<file path="src/rtl/csr_access_ctrl.sv">
// csr_access_ctrl: writeback-stage initiator for CSR instruction accesses and
// for exception/ertn commit into the CSR file. One operation is in flight
// at a time: IDLE accepts it, ACCESS drives the CSR file for a single cycle,
// and RESP hands the old CSR value back for register writeback.
module csr_access_ctrl #(
  parameter logic [5:0] ECODE_INT = 6'h00,
  parameter logic [5:0] ECODE_SYS = 6'h0B,
  parameter logic [5:0] ECODE_BRK = 6'h0C,
  parameter logic [5:0] ECODE_INE = 6'h0D
) (
  input  logic        clk,
  input  logic        rst,
  // request side
  input  logic        req_valid,
  output logic        req_ready,
  input  logic [2:0]  req_op,
  input  logic [13:0] req_csr_num,
  input  logic [31:0] req_rd_val,
  input  logic [31:0] req_rj_val,
  input  logic [31:0] req_pc,
  input  logic        req_ex,
  input  logic [5:0]  req_ecode,
  input  logic [8:0]  req_esubcode,
  input  logic        has_int,
  // CSR file access
  output logic        csr_re,
  output logic [13:0] csr_num,
  input  logic [31:0] csr_rvalue,
  output logic        csr_we,
  output logic [31:0] csr_wmask,
  output logic [31:0] csr_wvalue,
  // exception / return commit
  output logic        wb_ex,
  output logic [5:0]  wb_ecode,
  output logic [8:0]  wb_esubcode,
  output logic [31:0] wb_epc,
  output logic        ertn_flush,
  output logic        flush_out,
  // response side
  output logic        rsp_valid,
  input  logic        rsp_ready,
  output logic [31:0] rsp_rdata,
  output logic        rsp_wen
);

  localparam logic [2:0] OP_CSRRD   = 3'd1;
  localparam logic [2:0] OP_CSRWR   = 3'd2;
  localparam logic [2:0] OP_CSRXCHG = 3'd3;
  localparam logic [2:0] OP_ERTN    = 3'd4;
  localparam logic [2:0] OP_SYSCALL = 3'd5;
  localparam logic [2:0] OP_BREAK   = 3'd6;

  typedef enum logic [1:0] {
    IDLE   = 2'd0,
    ACCESS = 2'd1,
    RESP   = 2'd2
  } state_t;

  state_t      state_q,   state_d;
  logic [2:0]  op_q,      op_d;
  logic [13:0] num_q,     num_d;
  logic [31:0] rd_q,      rd_d;
  logic [31:0] rj_q,      rj_d;
  logic [31:0] pc_q,      pc_d;
  logic        ex_q,      ex_d;
  logic [5:0]  ecode_q,   ecode_d;
  logic [8:0]  esub_q,    esub_d;
  logic [31:0] rdata_q,   rdata_d;

  logic        op_reserved;

  assign op_reserved = (op_q == 3'd0) || (op_q == 3'd7);

  // State and latched request fields; reset also scrubs the latched operation
  // so a discarded response can never leak out later.
  always_ff @(posedge clk) begin
    if (rst) begin
      state_q <= IDLE;
      op_q    <= 3'd0;
      num_q   <= 14'd0;
      rd_q    <= 32'd0;
      rj_q    <= 32'd0;
      pc_q    <= 32'd0;
      ex_q    <= 1'b0;
      ecode_q <= 6'd0;
      esub_q  <= 9'd0;
      rdata_q <= 32'd0;
    end else begin
      state_q <= state_d;
      op_q    <= op_d;
      num_q   <= num_d;
      rd_q    <= rd_d;
      rj_q    <= rj_d;
      pc_q    <= pc_d;
      ex_q    <= ex_d;
      ecode_q <= ecode_d;
      esub_q  <= esub_d;
      rdata_q <= rdata_d;
    end
  end

  // Next-state logic: accept in IDLE, one ACCESS cycle, then RESP unless the
  // access turned into an exception or ertn (those return straight to IDLE).
  always_comb begin
    state_d = state_q;
    op_d    = op_q;
    num_d   = num_q;
    rd_d    = rd_q;
    rj_d    = rj_q;
    pc_d    = pc_q;
    ex_d    = ex_q;
    ecode_d = ecode_q;
    esub_d  = esub_q;
    rdata_d = rdata_q;
    case (state_q)
      IDLE: begin
        if (req_valid) begin
          op_d    = req_op;
          num_d   = req_csr_num;
          rd_d    = req_rd_val;
          rj_d    = req_rj_val;
          pc_d    = req_pc;
          ex_d    = req_ex;
          ecode_d = req_ecode;
          esub_d  = req_esubcode;
          state_d = ACCESS;
        end
      end
      ACCESS: begin
        if (flush_out) begin
          state_d = IDLE;
        end else begin
          // csr_rvalue is the pre-write value: the write lands on this edge.
          rdata_d = csr_rvalue;
          state_d = RESP;
        end
      end
      RESP: begin
        if (rsp_ready) begin
          state_d = IDLE;
        end
      end
      default: begin
        state_d = IDLE;
      end
    endcase
  end

  // ACCESS-cycle decode: interrupt beats upstream exception beats decoded
  // exceptions beats ertn beats a plain CSR access; everything is 0 elsewhere.
  always_comb begin
    csr_re      = 1'b0;
    csr_num     = 14'd0;
    csr_we      = 1'b0;
    csr_wmask   = 32'd0;
    csr_wvalue  = 32'd0;
    wb_ex       = 1'b0;
    wb_ecode    = 6'd0;
    wb_esubcode = 9'd0;
    wb_epc      = 32'd0;
    ertn_flush  = 1'b0;
    flush_out   = 1'b0;
    if (state_q == ACCESS) begin
      if (has_int) begin
        wb_ex    = 1'b1;
        wb_ecode = ECODE_INT;
      end else if (ex_q) begin
        wb_ex       = 1'b1;
        wb_ecode    = ecode_q;
        wb_esubcode = esub_q;
      end else if (op_reserved) begin
        wb_ex    = 1'b1;
        wb_ecode = ECODE_INE;
      end else if (op_q == OP_SYSCALL) begin
        wb_ex    = 1'b1;
        wb_ecode = ECODE_SYS;
      end else if (op_q == OP_BREAK) begin
        wb_ex    = 1'b1;
        wb_ecode = ECODE_BRK;
      end else if (op_q == OP_ERTN) begin
        ertn_flush = 1'b1;
      end else begin
        csr_re  = 1'b1;
        csr_num = num_q;
        if (op_q == OP_CSRWR) begin
          csr_we     = 1'b1;
          csr_wmask  = 32'hFFFF_FFFF;
          csr_wvalue = rd_q;
        end else if (op_q == OP_CSRXCHG) begin
          csr_we     = 1'b1;
          csr_wmask  = rj_q;
          csr_wvalue = rd_q;
        end
      end
      if (wb_ex) begin
        wb_epc = pc_q;
      end
      flush_out = wb_ex | ertn_flush;
    end
  end

  // Handshake and response outputs follow the state directly.
  always_comb begin
    req_ready = (state_q == IDLE);
    rsp_valid = (state_q == RESP);
    rsp_wen   = (state_q == RESP);
    rsp_rdata = (state_q == RESP) ? rdata_q : 32'd0;
  end

endmodule

</file>
<file path="config.mk">
export PLATFORM = sky130hd
export DESIGN_NAME = csr_access_ctrl
export DESIGN_NICKNAME = d
export VERILOG_FILES = /design/src/rtl/csr_access_ctrl.sv
export SDC_FILE = /design/constraint.sdc
export NUM_CORES = 1
export LEC_CHECK = 0
export BUFFER_PORTS_ARGS = -buffer_cell sky130_fd_sc_hd__buf_4
export CAP_MARGIN = 40
export CORE_MARGIN = 4
export CORE_UTILIZATION = 40
export CTS_CLUSTER_DIAMETER = 50
export DETAILED_ROUTE_END_ITERATION = 10
export HOLD_SLACK_MARGIN = 0.12
export PLACE_DENSITY = 0.7
export SETUP_SLACK_MARGIN = 0.05
export SLEW_MARGIN = 20
export SYNTH_ARGS = -nofsm -noshare
export SYNTH_HDL_FRONTEND = slang
export SYNTH_SLANG_ARGS = --single-unit
</file>
<file path="constraint.sdc">
create_clock -name clk -period 2 [get_ports clk]
set_input_delay 0.3 -clock clk [delete_from_list [all_inputs] [get_ports clk]]
set_output_delay 0.3 -clock clk [all_outputs]
set_load 0.01 [all_outputs]
</file>
==> Yosys cells after proc, flatten, opt, wreduce, memory -nomap -nowiden <==
Cells that the tools add are included.
{ "op_classes": {"mux": 73, "n_bitwise": 2, "div_mod_pow": 0, "n_lt_le_gt_ge": 0, "n_mul": 0, "reduce_logical": 6, "add_sub_neg": 0, "shift": 0, "eq_ne": 10} }
{ "ops": {"columns": ["cell", "count"], "rows": [
  ["32-bit 2-to-1 mux", 21],
  ["14-bit 2-to-1 mux", 7],
  ["1-bit 2-to-1 mux", 32],
  ["9-bit 2-to-1 mux", 3],
  ["6-bit 2-to-1 mux", 3],
  ["3-bit == test, second input constant", 4],
  ["4-bit 2-to-1 mux", 3],
  ["3-bit by 2-bit == test with 1-bit output, second input constant", 2],
  ["2-bit 2-to-1 mux", 3],
  ["2-bit one-hot mux with 3 select lines", 1],
  ["2-bit AND reduction", 3],
  ["3-bit zero test", 1],
  ["2-bit by 1-bit == test with 1-bit output, second input constant", 1],
  ["2-bit == test, second input constant", 1],
  ["2-bit zero test", 1],
  ["2-bit by 1-bit != test with 1-bit output, second input constant", 1],
  ["2-bit != test, second input constant", 1],
  ["1-bit logical OR", 1],
  ["1-bit NOT", 1],
  ["1-bit OR", 1]
]} }
{ "totals": {"inputBits": 166, "latchBits": 0, "ram_bits": 0, "elab_cells": 101, "regBits": 163, "output_inout_bits": 165, "rom_bits": 0, "n_memories": 0} }

==> Depth between registers and ports, before layout <==
{ "depth": {"word_depth": 12, "depth_mapped": 6, "ltp_nobuf": 4} }

==> Worst setup path after synthesis <==
Ideal clock, no wire load.
{ "synth_path": {"kind": "flip-flop to output port", "from": "register op_q[2]", "to": "output wb_epc[10]", "t_arrival_ns": 1.512, "path_stages_with_launch": 6, "t_required_ns": 1.700, "path_buffers": 2, "slack_ns": 0.188, "path_cell_list": "dfxtp_1 -> clkbuf_1 -> or3_1 -> a31oi_1 -> clkbuf_1 -> and2_1"} }
{ "synth_between": {"elab_chain_len": 9, "elab_cells_between_ends": 13, "cone_classes": "eq/ne: 3; mux: 8; reduce/logical: 2"} }
{ "synth_lines": {"columns": ["item", "line", "source"], "rows": [
  ["from (decl)", "60", "logic [2:0] op_q, op_d;"],
  ["from (signal assigned)", "90", "op_q <= op_d;"],
  ["3-bit == test", "177", "end else if (op_q == OP_BREAK) begin"],
  ["1-bit 2-to-1 mux", "177", null],
  ["1-bit 2-to-1 mux", "174", "end else if (op_q == OP_SYSCALL) begin"],
  ["1-bit 2-to-1 mux (*)", "171", "end else if (op_reserved) begin"],
  ["1-bit 2-to-1 mux (*)", "167", "end else if (ex_q) begin"],
  ["1-bit 2-to-1 mux (*)", "164", "if (has_int) begin"],
  ["1-bit 2-to-1 mux (*)", "163", "if (state_q == ACCESS) begin"],
  ["32-bit 2-to-1 mux (*)", "195", "if (wb_ex) begin"],
  ["32-bit 2-to-1 mux (*)", "163", null],
  ["to (decl)", "36", "output logic [31:0] wb_epc,"]
]} }
Mark *: on every way between the ends. The rest lies on a longest branch, timed or not. The select of a mux whose other input is x is not followed.

==> Worst setup path after layout <==
{ "layout_path": {"from": "register state_q[0]", "to": "output csr_num[13]"} }
{ "layout_between": {"elab_chain_len": 2} }
{ "layout_lines": {"columns": ["item", "line", "source"], "rows": [
  ["from (decl)", "59", "state_t state_q, state_d;"],
  ["from (signal assigned)", "89", "state_q <= state_d;"],
  ["2-bit by 1-bit == test with 1-bit output", "163", null],
  ["14-bit 2-to-1 mux", "163", null],
  ["to (decl)", "27", "output logic [13:0] csr_num,"]
]} }
No other way between the ends.

==> key figures <==
Floorplan
  • DIE HEIGHT: ~140 microns
  • # rows: 48
  • Io pins: 331
  • Core area: 17500 sq um
  • Initial core utilization: between 40% and 50%
  • Die ar.: just over 20000 sq um
  • Die Span X: 142 microns

Clocking
  • TritonCTS clock tree: done
  • CTS root buf: clkbuf_16
  • Clock buffer depth: 2
  • Clk_lat worst skew: roughly 0.43 ns
  • H-tree levels: 4
  • CTS clk-pin slew, worst paths: ~0.06 ns
  • CTS buffer count: 17
  • Clk sink count: approximately 160

STA
  • # setup viols final: 140
  • Number of failing hold endpoints at the final stage: 0
  • RSZ-0062 raised after global routing: true
  • Min cycle time layout: about 2.2 ns
  • Post-route setup slack: -0.202 ns
  • Slew HR: between 50% and 60%
  • Fmax: approximately 450 MHz
  • Clock skew: between 0.015 and 0.02 ns
  • WHS: between 0.1 and 0.15 ns
  • Final period utilization: 110%
  • Worst-Margin Slew: roughly 0.72 ns
  • Final Max Slew Viols: 0
  • Setup TNS: -17.61 ns

Worst hold path
  • Hold/Removal Path Class: input port to flip-flop
  • Min-Delay Endpoint: rj_q[27]
  • Worst Hold Depth: 3
  • Hold path start: req_rj_val[27]

Global routing
  • Grt total ovfl: 0
  • Largest net degree at the start of global routing: 89
  • Initial antenna violation count: 0
  • First-pass GRT wire length: slightly below 40 mm
  • All-Layer GR Usage: 24.4%
  • Vias in the first global route: between 7000 and 8000

Route
  • Antenna Nets Post-Route: 0
  • Vias per cell: between 4 and 5
  • Via count: between 7000 and 8000
  • Drt drc: 0
  • Starting DRT DRC Count: 326
  • DR pass1 iterations: 5
  • Final wirelength: ~27 mm
  • Drt wl/cell: ~17 microns

Place
  • Pre-CTS setup slack: around 0.14 ns
  • GPL Wtd Cong: between 0.8 and 0.9
  • I/O Buffers: 330
  • Final HPWL from detailed placement: around 16 mm

Yosys
  • Yosys reg bits: 163
  • Mapped Nets: about 1100
  • Yosys cell types: 27
  • Leading area contributor after synthesis: dfxtp_1
  • Ys async rst share: 0%
  • Synth top area share: 45.3%
  • Avg Cell Area, Syn: roughly 7.6 sq um
  • Ys Warns: 0
  • Top_reg_cell synth: dfxtp_1
  • Netlist Area Pre-Place: ~7000 sq um
  • Seq/Total Area, Yosys: between 40% and 50%
  • Post-synth EDFFs: 0
  • Largest cells by area after synthesis: dfxtp_1 (45%), nand2_1 (13%), a21oi_1 (11%), and2_1 (9.6%), nand2b_1 (5.6%)
  • Synth Instances: around 940
  • Most frequent cell after synthesis: nand2_1
  • Top cells by count, synth: nand2_1 (258), dfxtp_1 (163), a21oi_1 (162), and2_1 (111), clkbuf_1 (66)

Critical path
  • Reg-to-Reg Start: state_q[0]
  • Delay-heaviest family, CP: simple AND/OR/NAND/NOR gates
  • End of the worst register-to-register path: rdata_q[4]
  • Biggest cell delay along the critical path: just over 0.4 ns
  • FF-to-FF setup slack: 0.10 ns
  • Worst Setup Path Type: flip-flop to primary output
  • Reg2Reg Depth: 7
  • CP Buf/Inv Count: 3
  • Critical path cell sequence: or3b_4 -> nor4_4 -> buf_6 -> buf_12 -> and2_4 -> buf_6
  • Slowest CP cell: or3b_4
  • Most used cell, CP: buf_6
  • Worst EP arrival: ~1.9 ns
  • Worst Path Required: 1.70 ns
  • Crit start category: flip-flop
  • Worst Setup End Kind: primary output
  • CP Max Fanout: 5

Power and ir drop
  • Switching share of power: between 20% and 30%
  • Total power draw: about 0.008 W
  • Pwr dens: between 600 and 700 nW/um^2
  • Int Power: slightly above 0.006 W
  • Sequential Power Share: a little over two fifths
  • Combinational share of power: between 10 and 15%
  • Clk pwr share: a little over two fifths
  • Switching power total: 0.00203 W
  • Peak supply drop: approximately 0.58 mV
  • Leakage power total: around 5.7 nW

Final layout
  • Core Util, Final: 74.6%
  • Area growth, synth to finish: 81.1%
  • Final net count: 1532
  • FILL cells: around 1200
  • Fraction of layout cells with a size suffix above 1: between 40% and 50%

Status
  • Outcome: complete, but fails checks
  • Failing checks: setup timing

Run
  • Max_cap viols: 0
==> state kept, by name, indices dropped and copies added (netlist names) <==
name and flops:
rd_q 32, rdata_q 32, rj_q 32, ex_q 1, ecode_q 6, esub_q 9
op_q 3, pc_q 32, num_q 14, state_q 2
==> layout make-up <==
class / instances / area, sq um / share of cell area [%]
tap: 225 / 282 / 2.16
multi-input combinational: 669 / 3980 / 30.5
inverter: 34 / 130 / 0.998
timing repair buffer: 481 / 4750 / 36.4
clock buffer: 21 / 450 / 3.45
clock inverter: 11 / 176 / 1.35
antenna: 1 / 2.50 / 0.0192
sequential: 163 / 3270 / 25.1
==> power by group through the flow <==
| stage | registers (W) | clock network [W] | logic, W |
|---|---|---|---|
| 2_1_floorplan | 0.00354 | 0 | 0.000460 |
| 6_report | 0.00350 | 0.00352 | 0.00120 |
| 3_3_place_gp | 0.00356 | 0 | 0.000900 |
| 5_1_grt | 0.00352 | 0.00373 | 0.00130 |
| 3_5_place_dp | 0.00356 | 0 | 0.000912 |
| 4_1_cts | 0.00349 | 0.00358 | 0.00114 |
==> per-stage QoR <==
stage	instance area (sq um)	instances
2_1_floorplan	7200	942
3_3_place_gp	9980	1450
5_1_grt	13000	1604
6_report	13000	1605
4_1_cts	12100	1585
3_5_place_dp	9980	1450
==> metal layers <==
| metal | routed length [microns] | vias to the layer above | global-route usage (%) |
|---|---|---|---|
| met2 | 13600 | 310 | 41.7 |
| li1 | - | 3837 | - |
| met4 | 931 | 0 | 10.6 |
| met5 | 0 | - | 0 |
| met3 | 2280 | 66 | 6.75 |
| met1 | 10600 | 3714 | 28.7 |
==> worst max-delay path by stage <==
stage | to | from | cells past startpoint
after floorplan | wb_epc[10] | op_q[2] | 5
after global placement | csr_num[1] | has_int | 6
after detailed placement | rdata_q[3] | has_int | 6
after CTS | csr_num[13] | state_q[1] | 6
after global routing | csr_wvalue[10] | state_q[0] | 8
final | csr_num[13] | state_q[0] | 6
==> repair_timing <==
item | in CTS | in global routing
hold buffers | 85 | 0
pin swaps | 12 | 72
resized for setup | 97 | 204
setup buffers | 10 | 13
hold endpoints to repair | 85 | 0
cloned | 8 | 9
setup endpoints to repair | 150 | 180
==> tightest hold or removal path: cells and delay by family <==
kind	cells	cell delay [ns]
AOI/OAI and AO/OA	1	0.05
buffers and inverters	1	0.11
and+or+nand+nor	1	0.05
==> layout by cell type, fill, tap and decap left out, types with 12 or more instances in the layout <==
cell type	instances
buf_4	238
a21oi_2	22
clkbuf_16	26
dlygate4sd3_1	85
and3_1	12
nand2b_1	64
buf_6	129
buf_12	12
mux2i_1	32
nand2_1	258
inv_1	33
and2_4	96
a21oi_1	130
and2_1	15
dfxtp_1	158
==> logic make-up (layout without fill, tap and decap cells) <==
family | after synthesis | after routing | synth area share (%)
compound gates | 170 | 170 | 12.1
mux | 32 | 32 | 4.45
other cells | 0 | 1 | 0
buf+inv | 110 | 547 | 6.45
flops | 163 | 163 | 45.3
simple gates | 467 | 467 | 31.7
Note: power is estimated with default switching activity, not from simulation.
